## config.mk

```make
export PLATFORM = sky130hd
export DESIGN_NAME = dual_ad_pipe
export DESIGN_NICKNAME = d
export VERILOG_FILES = /design/src/rtl/dual_ad_pipe.sv
export SDC_FILE = /design/constraint.sdc
export NUM_CORES = 1
export LEC_CHECK = 0
export BUFFER_PORTS_ARGS = -buffer_cell sky130_fd_sc_hd__buf_2
export CELL_PAD_IN_SITES_DETAIL_PLACEMENT = 1
export CELL_PAD_IN_SITES_GLOBAL_PLACEMENT = 2
export CORE_UTILIZATION = 14
export DETAILED_ROUTE_END_ITERATION = 8
export GPL_TIMING_DRIVEN = 0
export PLACE_DENSITY_LB_ADDON = 0.1
export SETUP_SLACK_MARGIN = 0.15
export SKIP_LAST_GASP = 1
export SYNTH_ARGS = -nofsm -noshare
export SYNTH_HDL_FRONTEND = slang
export SYNTH_SLANG_ARGS = --single-unit
```

## constraint.sdc

```tcl
create_clock -name clk -period 0.9 [get_ports clk]
set_clock_uncertainty 0.2 [all_clocks]
set_input_delay 0.135 -clock clk [delete_from_list [all_inputs] [get_ports clk]]
set_output_delay 0.135 -clock clk [all_outputs]
set_load 0.03 [all_outputs]
```

## src/rtl/dual_ad_pipe.sv

```systemverilog
// dual_ad_pipe: A/ACIN/D input pipeline with INMODE register, signed pre-adder
// with overflow flag, and a valid tag that tracks the data through the same
// clock enables. Optional build macro DUAL_AD_PIPE_SAT_EN saturates the
// pre-adder result on overflow instead of wrapping.
module dual_ad_pipe #(
    parameter int    A_WIDTH    = 30,
    parameter int    D_WIDTH    = 25,
    parameter string A_INPUT    = "DIRECT",
    parameter int    A_REG      = 1,
    parameter int    A_CASC_REG = 1,   // must be <= A_REG, and nonzero when A_REG != 0
    parameter int    D_REG      = 1,
    parameter int    AD_REG     = 1,
    parameter int    INMODE_REG = 1,
    parameter string USE_DPORT  = "FALSE"
) (
    input  logic               clk,
    input  logic               rst,
    input  logic               cea1,
    input  logic               cea2,
    input  logic               ced,
    input  logic               cead,
    input  logic               ceinmode,
    input  logic [A_WIDTH-1:0] a,
    input  logic [A_WIDTH-1:0] acin,
    input  logic [D_WIDTH-1:0] d,
    input  logic [3:0]         inmode,
    input  logic               in_valid,
    output logic [A_WIDTH-1:0] acout,
    output logic [A_WIDTH-1:0] xmux,
    output logic [D_WIDTH-1:0] amult,
    output logic               ad_ovf,
    output logic               out_valid
);
    localparam bit CASC_IN = (A_INPUT == "CASCADE");
    localparam bit USE_AD  = (USE_DPORT == "TRUE");

    logic [A_WIDTH-1:0] a_sel, a1_q, a2_q, a2_d, a_fin, a_op;
    logic [D_WIDTH-1:0] d_q, d_mux;
    logic [3:0]         im_q, im;
    logic [D_WIDTH:0]   aop, dop, sum;
    logic [D_WIDTH-1:0] ad_d, ad_q, ad_mux;
    logic               ovf_d, ovf_q, ovf_mux;
    logic               va1_q, va2_q, va2_d, vad_q, va_fin;

    assign a_sel = CASC_IN ? acin : a;
    // With two A stages A2 is fed from A1; otherwise A2 samples the input directly.
    assign a2_d  = (A_REG == 2) ? a1_q : a_sel;
    assign a_fin = (A_REG == 0) ? a_sel : a2_q;
    assign xmux  = a_fin;
    assign acout = (A_CASC_REG == 1 && A_REG == 2) ? a1_q : a_fin;

    // A1/A2 data registers, each with its own enable
    always_ff @(posedge clk) begin
        if (rst) begin
            a1_q <= '0;
            a2_q <= '0;
        end else begin
            if (cea1) a1_q <= a_sel;
            if (cea2) a2_q <= a2_d;
        end
    end

    // D and INMODE input registers
    always_ff @(posedge clk) begin
        if (rst) begin
            d_q  <= '0;
            im_q <= '0;
        end else begin
            if (ced)      d_q  <= d;
            if (ceinmode) im_q <= inmode;
        end
    end

    assign d_mux = (D_REG == 1) ? d_q : d;
    assign im    = (INMODE_REG == 1) ? im_q : inmode;
    // im[0] can only pick A1 when A1 actually exists.
    assign a_op  = (im[0] && A_REG == 2) ? a1_q : a_fin;

    // Upper A bits only travel to xmux/acout, never into the pre-adder.
    if (A_WIDTH > D_WIDTH) begin : g_unused
        logic unused_a_hi;
        assign unused_a_hi = ^a_op[A_WIDTH-1:D_WIDTH];
    end

    // Signed pre-add one bit wider than D so overflow is visible in the top two bits
    always_comb begin
        aop   = im[1] ? '0 : {a_op[D_WIDTH-1], a_op[D_WIDTH-1:0]};
        dop   = im[2] ? {d_mux[D_WIDTH-1], d_mux} : '0;
        sum   = im[3] ? (dop - aop) : (dop + aop);
        ovf_d = sum[D_WIDTH] ^ sum[D_WIDTH-1];
        ad_d  = sum[D_WIDTH-1:0];
`ifdef DUAL_AD_PIPE_SAT_EN
        // sum[D_WIDTH] is the true sign of the unwrapped result.
        if (ovf_d)
            ad_d = sum[D_WIDTH] ? {1'b1, {(D_WIDTH-1){1'b0}}}
                                : {1'b0, {(D_WIDTH-1){1'b1}}};
`endif
    end

    // AD register keeps result and overflow flag together
    always_ff @(posedge clk) begin
        if (rst) begin
            ad_q  <= '0;
            ovf_q <= 1'b0;
        end else if (cead) begin
            ad_q  <= ad_d;
            ovf_q <= ovf_d;
        end
    end

    assign ad_mux  = (AD_REG == 1) ? ad_q : ad_d;
    assign ovf_mux = (AD_REG == 1) ? ovf_q : ovf_d;
    assign amult   = USE_AD ? ad_mux : aop[D_WIDTH-1:0];
    assign ad_ovf  = USE_AD ? ovf_mux : 1'b0;

    assign va2_d  = (A_REG == 2) ? va1_q : in_valid;
    assign va_fin = (A_REG == 0) ? in_valid : va2_q;

    // Valid shadow stages share the enables of the data they follow
    always_ff @(posedge clk) begin
        if (rst) begin
            va1_q <= 1'b0;
            va2_q <= 1'b0;
            vad_q <= 1'b0;
        end else begin
            if (cea1) va1_q <= in_valid;
            if (cea2) va2_q <= va2_d;
            if (cead) vad_q <= va_fin;
        end
    end

    assign out_valid = (USE_AD && AD_REG == 1) ? vad_q : va_fin;
endmodule
```

==> results of run 1 <==
worst min path at each step:
stage / from / to / slack [ns] / cells after the start
CTS: rst / out_valid$_SDFFE_PP0P_ / -0.12 / 2
finish: rst / out_valid$_SDFFE_PP0P_ / -0.12 / 2
global route: a[22] / acout[22]$_SDFFE_PP0P_ / -0.11 / 3
floorplan: rst / im[1]$_SDFFE_PP0P_ / -0.002 / 1
global placement: rst / out_valid$_SDFFE_PP0P_ / 0.16 / 2
detailed placement: a[23] / acout[23]$_SDFFE_PP0P_ / 0.18 / 3
power by group through the flow:
stage,clock [uW],sequential [uW],combinational (uW)
after global placement,0,1610,1320
after detailed placement,0,1610,1330
after floorplan,0,1760,826
after CTS,1100,1580,1740
final,993,1590,1760
after global routing,1130,1600,1860
stage by stage:
stage	worst slack [ns]	area, um2	setup TNS (ns)
after floorplan	-0.220	2030	-4.83
after CTS	-0.532	3590	-32.02
final	-0.512	3670	-29.87
after global routing	-0.567	3670	-33.32
after detailed placement	-0.375	2800	-17.75
after global placement	-0.372	2800	-16.77
sequential cells by signal (all words and copies together) (netlist names):
name       flops
im             1
acout         30
out_valid      1
kinds of logic (layout without fill, tap and decap cells):
kind of cell | Yosys count | after routing | share of synthesized area [%]
other cells | 1 | 1 | 0.238
simple gates | 57 | 57 | 17.6
flops | 32 | 32 | 40.7
mux | 32 | 32 | 20.4
buf+inv | 40 | 187 | 21.1
cell usage in the layout (no fill, tap or decap), drive strengths merged:
master	instances
buf	179
mux2i	32
nor2	32
dfxtp	32
nor2b	25
clkbuf	8
conb	1
what timing repair did:
item	in CTS	in global routing
buffers inserted	22	0
setup endpoints to repair	118	118
hold endpoints to repair	32	32
pin swaps	0	4
resized for setup	174	23
critical path: stages (launching register included):
cell and delay [ns]:
dfxtp_4 0.37, buf_12 0.16, nor2b_4 0.12, buf_6 0.13
layout make-up:
| cell class | count | area (um2) |
|---|---|---|
| fillers | 1173 | 7220 |
| repair buffers | 142 | 1400 |
| multi-input cells | 90 | 788 |
| flip-flops and latches | 32 | 761 |
| plain buffers | 40 | 480 |
| well taps | 140 | 175 |
| clock buffers | 5 | 68.8 |
layer usage:
| layer | wire, um | up-vias |
|---|---|---|
| li1 | - | 777 |
| met1 | 2190 | 776 |
| met2 | 3130 | 70 |
| met3 | 398 | 4 |
| met4 | 48 | 0 |
| met5 | 0 | - |
==> reports/metrics.yaml, run 1 <==
floorplanning:
  die_w_um: 108
  core_um2: 10900
  rows: 38
  start_util_pct: 14.4
  die_h_um: 108
  die_area_um2: 11700
  ios: 184
cts:
  cts_tree: "done"
  clkLatencyLatePin_ns: 0.27
  clkSinkCount: 32
  clkSlewWorstSetupHoldPaths_ns: 0.06
  cts_made_buffers: 5
  cts_root_buffer: "clkbuf_8"
  cts_buffer_depth: 2
  cts_max_level: 2
place:
  dp.cells: 422
  dpl.hpwl_um: 3860
  io_buffer_count: 120
  place.gp.congestion: 0.611
grt:
  groute.usage.overall_pct: 9.65
  antenna_found_initial: 0
  grt.busiest_layer: "met2"
  grt_pass1_wl_um: 8470
  met2_usage_pct: 17.8
  use_met1_pct: 10.3
  use_met3_pct: 3.19
  grt_max_degree: 11
  overflow: 0
  grt_pass1_vias: 1639
setup_path:
  crit_arrival_ns: 1.08
  worst_setup_path_end_kind: "primary output"
  worstPathRequired_ns: 0.56
  crit_type: "reg -> out"
  rr_worst_depth: 3
  crit_start: "im[1]$_SDFFE_PP0P_"
  r2r-start: "im[1]$_SDFFE_PP0P_"
  crit_fanout: 10
  worstSetupEndpoint: "amult[7]"
  r2r_slack_ns: -0.15
  cp-start-kind: "flop"
  r2r-end: "im[1]$_SDFFE_PP0P_"
sta:
  fin_hold_ws_ns: -0.121
  setup_viol: 87
  final_max_slew_viol_count: 0
  hold_viol_final: 32
  fin_crit_sh_pct: 157
  fmax_ghz: 0.708
  finalCriticalPeriod_ns: 1.41
  rsz0062_at_grt: "true"
  setup_slack_ns: -0.512
power:
  clkPwrFrac_pct: 22.9
  total_leakage_power_uw: 0.00175
  swShare_pct: 33.1
  power_frac_seq_pct: 36.5
  p_int_uw: 2900
  p_sw_uw: 1440
  ir_drop_mv: 0.453
  power_density_nw_per_um2: 1180
  comb_power_share_pct: 40.6
  total_power_uw: 4340
routing:
  initialDrtViolationCount: 25
  viasPerCell: 3.62
  drc: 0
  drt_wl_total_um: 5770
  wl_per_cell_um: 12.8
  dr_total_vias: 1627
  ant_nets: 0
  firstDrtPassIters: 3
logic_synthesis:
  syn-num-nets: 259
  syn_inst: 162
  synth.area.top_cells: "dfxtp_1, mux2i_1, buf_4, nor2b_1, nor2_1"
  avgSynthCellArea_um2: 9.71
  ys_warn_count: 0
  ys_seq_elements: 32
  ys_seq_area_share_pct: 40.7
  ys.flop_type: "dfxtp_1"
  synth_top_area_share_pct: 40.7
  yosys-top-cells-count: "dfxtp_1, mux2i_1, nor2_1, buf_4, nor2b_1"
  synth_cell_types: 10
  synth-edff-count: 0
  synth.cell_area_um2: 1570
  synthArstFlopShare_pct: 0
  yosysTopAreaCell: "dfxtp_1"
job:
  maxCapViolCount: 0
final_layout:
  areaGrowthSynthToFinish_pct: 133
  fin_cells: 449
  fin_util_pct: 33.7
  drive_gt1_share_pct: 79.0
  diodes: 0
  nNetsFinal: 408
min_path:
  hold_path.class: "in -> reg"
outcome:
  outcome: "complete, but fails checks"
  violations: "hold timing, setup timing"
No activity file was read; power rests on OpenSTA's default activity.
==> run 2, diff against run 1 <==
--- a/config.mk
+++ b/config.mk
@@ -9,6 +9,7 @@
 export CELL_PAD_IN_SITES_DETAIL_PLACEMENT = 1
 export CELL_PAD_IN_SITES_GLOBAL_PLACEMENT = 2
 export CORE_UTILIZATION = 14
+export CTS_CLUSTER_SIZE = 20
 export DETAILED_ROUTE_END_ITERATION = 8
 export GPL_TIMING_DRIVEN = 0
 export PLACE_DENSITY_LB_ADDON = 0.1
@@ -17,3 +18,4 @@
 export SYNTH_ARGS = -nofsm -noshare
 export SYNTH_HDL_FRONTEND = slang
 export SYNTH_SLANG_ARGS = --single-unit
+export TNS_END_PERCENT = 10
==> run 2 against run 1 <==
Net effect:
- the flow still finishes with violations (hold timing, setup timing)
- sequential share of layout area grew 3.1 points
- power shrank 3.9%
- core utilization is 7.6 points lower
- sequential cell count is the same
==> reports/metrics.yaml, run 2 (synthesized netlist as in run 1, its figures left out) <==
sta:
  setup_viol: 87
  hold_viol_final: 32
  fin_hold_ws_ns: -0.136
  final_max_slew_viol_count: 0
  fin_crit_sh_pct: 158
  slew_headroom_pct: 65.4
  finalCriticalPeriod_ns: 1.42
  rsz0062_at_grt: "true"
  fmax_ghz: 0.703
  worst_pin_slew_ns: 0.519
  setup_slack_ns: -0.523
setup_path:
  cp_slowest_cell: "dfxtp_4"
  cp-start-kind: "flop"
  crit_cells: 3
  r2r-end: "im[1]$_SDFFE_PP0P_"
  crit_type: "reg -> out"
  critPathBufInv: 2
  crit_fanout: 10
  worst_setup_path_end_kind: "primary output"
  worstPathRequired_ns: 0.56
  slowest_delay_ns: 0.38
  r2r-start: "im[1]$_SDFFE_PP0P_"
  r2r_slack_ns: -0.14
  crit_arrival_ns: 1.09
  critPathTopFamily: "flip-flops"
  worstSetupEndpoint: "amult[14]"
  crit_start: "im[1]$_SDFFE_PP0P_"
  worstPathCellList: "buf_12, nor2b_4, buf_4"
  rr_worst_depth: 3
routing:
  wl_per_cell_um: 11.4
  firstDrtPassIters: 3
  drt_wl_total_um: 4920
  viasPerCell: 3.46
  drc: 0
  ant_nets: 0
  initialDrtViolationCount: 22
  dr_total_vias: 1491
outcome:
  outcome: "complete, but fails checks"
  violations: "hold timing, setup timing"
final_layout:
  finalInstanceArea_um2: 2840
  layout_commonest_cell: "buf_2"
  fin_util_pct: 26.1
  diodes: 0
  largest_reg_flops: 30
  areaGrowthSynthToFinish_pct: 80.4
  nNetsFinal: 387
  final_cell_mix: "buf_2, buf_4, mux2i_1, nor2_1"
  drive_gt1_share_pct: 74.2
power:
  ir_drop_mv: 0.497
  p_sw_uw: 1380
  power_frac_seq_pct: 38.3
  comb_power_share_pct: 32.3
  power_density_nw_per_um2: 1470
  p_int_uw: 2800
  clkPwrFrac_pct: 29.4
  total_leakage_power_uw: 0.00151
  swShare_pct: 32.9
min_path:
  hold_path.class: "in -> reg"
  holdPathStages: 2
floorplanning:
  die_area_um2: 11700
  ios: 184
  core_um2: 10900
  start_util_pct: 14.4
  rows: 38
  die_h_um: 108
  die_w_um: 108
place:
  dpl.hpwl_um: 3730
  place.gp.congestion: 0.604
  dpl-instance-area_um2: 2590
  io_buffer_count: 120
cts:
  cts_root_buffer: "clkbuf_8"
  clkSlewWorstSetupHoldPaths_ns: 0.07
  cts_buffer_depth: 2
  cts_max_level: 2
  cts_tree: "done"
  cts_made_buffers: 5
  clkSinkCount: 32
  clkLatencyLatePin_ns: 0.28
grt:
  groute.usage.overall_pct: 8.45
  grt_pass1_vias: 1422
  grt_max_degree: 11
  antenna_found_initial: 0
  grt_pass1_wl_um: 7490
  overflow: 0
job:
  maxCapViolCount: 0
==> run 2: per-layer routing <==
| metal | track usage (%) | wire length [um] | vias up |
|---|---|---|---|
| met3 | 2.89 | 432 | 5 |
| met5 | 0 | 0 | - |
| met2 | 13.5 | 2290 | 72 |
| li1 | - | - | 735 |
| met1 | 10.5 | 2130 | 679 |
| met4 | 2.94 | 65 | 0 |
==> run 2: power groups by stage <==
| stage | clock (uW) | sequential [uW] | combinational [uW] |
|---|---|---|---|
| 2_1_floorplan | 0 | 1790 | 774 |
| 3_3_place_gp | 0 | 1640 | 1270 |
| 3_5_place_dp | 0 | 1650 | 1270 |
| 4_1_cts | 1320 | 1600 | 1350 |
| 5_1_grt | 1370 | 1620 | 1440 |
| 6_report | 1230 | 1600 | 1350 |
==> run 2: worst min-delay path by stage <==
stage	startpoint	end	slack, ns
CTS	a[18]	acout[18]$_SDFFE_PP0P_	-0.13
floorplan	rst	im[1]$_SDFFE_PP0P_	-0.002
finish	rst	im[1]$_SDFFE_PP0P_	-0.14
global route	a[13]	acout[13]$_SDFFE_PP0P_	-0.12
detailed placement	a[1]	acout[1]$_SDFFE_PP0P_	0.18
global placement	a[0]	acout[0]$_SDFFE_PP0P_	0.17
==> run 2: area by class of cell <==
cell class / count / area (um2)
clock buffers: 8 / 100
flip-flops and latches: 32 / 676
fillers: 1293 / 8050
well taps: 140 / 175
repair buffers: 121 / 743
plain buffers: 40 / 355
multi-input cells: 90 / 788
==> run 2: per-stage QoR <==
| stage | hold slack, ns | instances | TNS [ns] | power, uW | setup slack, ns |
|---|---|---|---|---|---|
| after floorplan | -0.00230 | 162 | -7.69 | 2560 | -0.220 |
| after global placement | 0.167 | 422 | -17.92 | 2910 | -0.381 |
| after detailed placement | 0.177 | 422 | -18.20 | 2920 | -0.387 |
| after CTS | -0.131 | 431 | -33.64 | 4280 | -0.554 |
| after global routing | -0.120 | 431 | -36.74 | 4420 | -0.576 |
| final | -0.136 | 431 | -31.31 | 4180 | -0.523 |
==> run 2: repair_timing <==
action / 4_1_cts / 5_1_grt
cloned: 0 / 0
setup endpoints to repair: 118 / 118
gates resized for setup: 32 / 9
endpoints found under the hold margin: 32 / 32
buffers inserted: 1 / 0
==> run 3, diff against run 2 <==
--- a/config.mk
+++ b/config.mk
@@ -7,8 +7,8 @@
 export LEC_CHECK = 0
 export BUFFER_PORTS_ARGS = -buffer_cell sky130_fd_sc_hd__buf_2
 export CELL_PAD_IN_SITES_DETAIL_PLACEMENT = 1
-export CELL_PAD_IN_SITES_GLOBAL_PLACEMENT = 2
-export CORE_UTILIZATION = 14
+export CELL_PAD_IN_SITES_GLOBAL_PLACEMENT = 1
+export CORE_UTILIZATION = 19
 export CTS_CLUSTER_SIZE = 20
 export DETAILED_ROUTE_END_ITERATION = 8
 export GPL_TIMING_DRIVEN = 0
==> constraint.sdc (replaced) <==
create_clock -name clk -period 0.9 [get_ports clk]
set_clock_uncertainty 0.2 [all_clocks]
set_input_delay 0.18 -clock clk [delete_from_list [all_inputs] [get_ports clk]]
set_output_delay 0.18 -clock clk [all_outputs]
set_load 0.03 [all_outputs]
==> run 3 against run 2 <==
Net effect:
- the flow still finishes with violations (hold timing, setup timing)
- design area decreased by 2.2%
- count of clock-buffer cells in the layout shrank 2
- core utilization increased by 9.3 points
- wire length shrank 7.4%
- critical endpoint is now amult[20]
- largest cell class unchanged
- largest power group unchanged
==> reports/metrics.yaml, run 3 (synthesized netlist as in run 1, its figures left out) <==
outcome:
  outcome: "complete, but fails checks"
  violations: "hold timing, setup timing"
final_layout:
  largest_reg_flops: 30
  fin_util_pct: 35.3
  finalInstanceArea_um2: 2770
  layout_commonest_cell: "buf_2"
  drive_gt1_share_pct: 74.0
  nNetsFinal: 387
  areaGrowthSynthToFinish_pct: 76.4
  diodes: 0
  final_cell_mix: "buf_2, buf_4, mux2i_1, nor2_1"
setup_path:
  cp-start-kind: "flop"
  worstPathRequired_ns: 0.52
  crit_arrival_ns: 1.06
  worst_setup_path_end_kind: "primary output"
  crit_fanout: 10
  r2r_slack_ns: -0.13
  crit_type: "reg -> out"
sta:
  setup_viol: 87
  hold_viol_final: 32
  fin_hold_ws_ns: -0.0742
  fin_crit_sh_pct: 160
  fmax_ghz: 0.693
  setup_slack_ns: -0.543
  final_max_slew_viol_count: 0
  rsz0062_at_grt: "true"
  finalCriticalPeriod_ns: 1.44
floorplanning:
  die_area_um2: 8650
  die_h_um: 93.0
  core_um2: 7850
  start_util_pct: 20.0
  die_w_um: 93.0
  ios: 184
  rows: 32
cts:
  cts_root_buffer: "clkbuf_8"
  clkLatencyLatePin_ns: 0.27
  cts_made_buffers: 5
  cts_max_level: 2
  clkSlewWorstSetupHoldPaths_ns: 0.06
  cts_tree: "done"
  cts_buffer_depth: 2
  clkSinkCount: 32
min_path:
  hold_path.class: "in -> reg"
routing:
  wl_per_cell_um: 11.7
  viasPerCell: 3.77
  ant_nets: 0
  initialDrtViolationCount: 26
  drt_wl_total_um: 4560
  firstDrtPassIters: 2
  drc: 0
  dr_total_vias: 1473
place:
  post-place-ws_ns: -0.409
  io_buffer_count: 120
  dpl-instance-area_um2: 2550
  dpl.hpwl_um: 3490
  place.gp.congestion: 0.648
grt:
  groute.usage.overall_pct: 10.7
  overflow: 0
  grt_pass1_wl_um: 7220
  grt_pass1_vias: 1504
  grt_max_degree: 11
  antenna_found_initial: 0
power:
  ir_drop_mv: 0.447
  total_leakage_power_uw: 0.00150
  power_density_nw_per_um2: 1420
  total_power_uw: 3950
job:
  maxCapViolCount: 0
run 3: changes by cell type in the layout (fill, tap and decap cells not counted), sizes merged:
cell,delta
clkbuf,-2
run 3: path summary, 6_finish.rpt:
path | cells after the start | end | startpoint
worst max-delay path | 3 | amult[20] | im[1]$_SDFFE_PP0P_
worst min-delay path | 2 | im[1]$_SDFFE_PP0P_ | rst
worst max register to register | 3 | im[1]$_SDFFE_PP0P_ | im[1]$_SDFFE_PP0P_
worst min register to register | 2 | out_valid$_SDFFE_PP0P_ | out_valid$_SDFFE_PP0P_
run 3: through the flow:
| stage | setup TNS [ns] | cells |
|---|---|---|
| floorplan | -11.37 | 162 |
| global placement | -20.24 | 384 |
| detailed placement | -20.46 | 384 |
| CTS | -36.03 | 391 |
| global route | -39.29 | 391 |
| finish | -34.31 | 391 |
run 3: worst max-delay path, stage by stage (launching register included):
cell and delay [ns]:
dfxtp_4 0.37, buf_12 0.16, nor2b_4 0.12, buf_6 0.13
run 3: cell type report:
type	instances	area, um2
Fill cell	940	5070
Multi-Input combinational cell	90	788
Timing Repair Buffer	121	754
Sequential cell	32	676
Buffer	40	355
Tap cell	102	128
Clock buffer	6	72.6
run 3: metal layers:
layer / GRT usage [%] / vias up / wire length, um
li1: - / 731 / -
met1: 12.0 / 667 / 1830
met2: 18.1 / 68 / 2250
met3: 3.90 / 7 / 415
met4: 5.00 / 0 / 68
met5: 0 / - / 0
run 3: report_power, final:
part	switching [uW]	leakage [uW]	internal (uW)	total, uW
Sequential	82.6	0.000274	1520	1600
Clock	478	0.0000371	515	993
Combinational	761	0.00119	592	1350
Total	1320	0.00150	2620	3950
run 3: repair_timing:
action | 4_1_cts | 5_1_grt
setup endpoints to repair | 118 | 118
hold endpoints to repair | 32 | 31
setup buffers | 1 | 0
resized for setup | 44 | 0
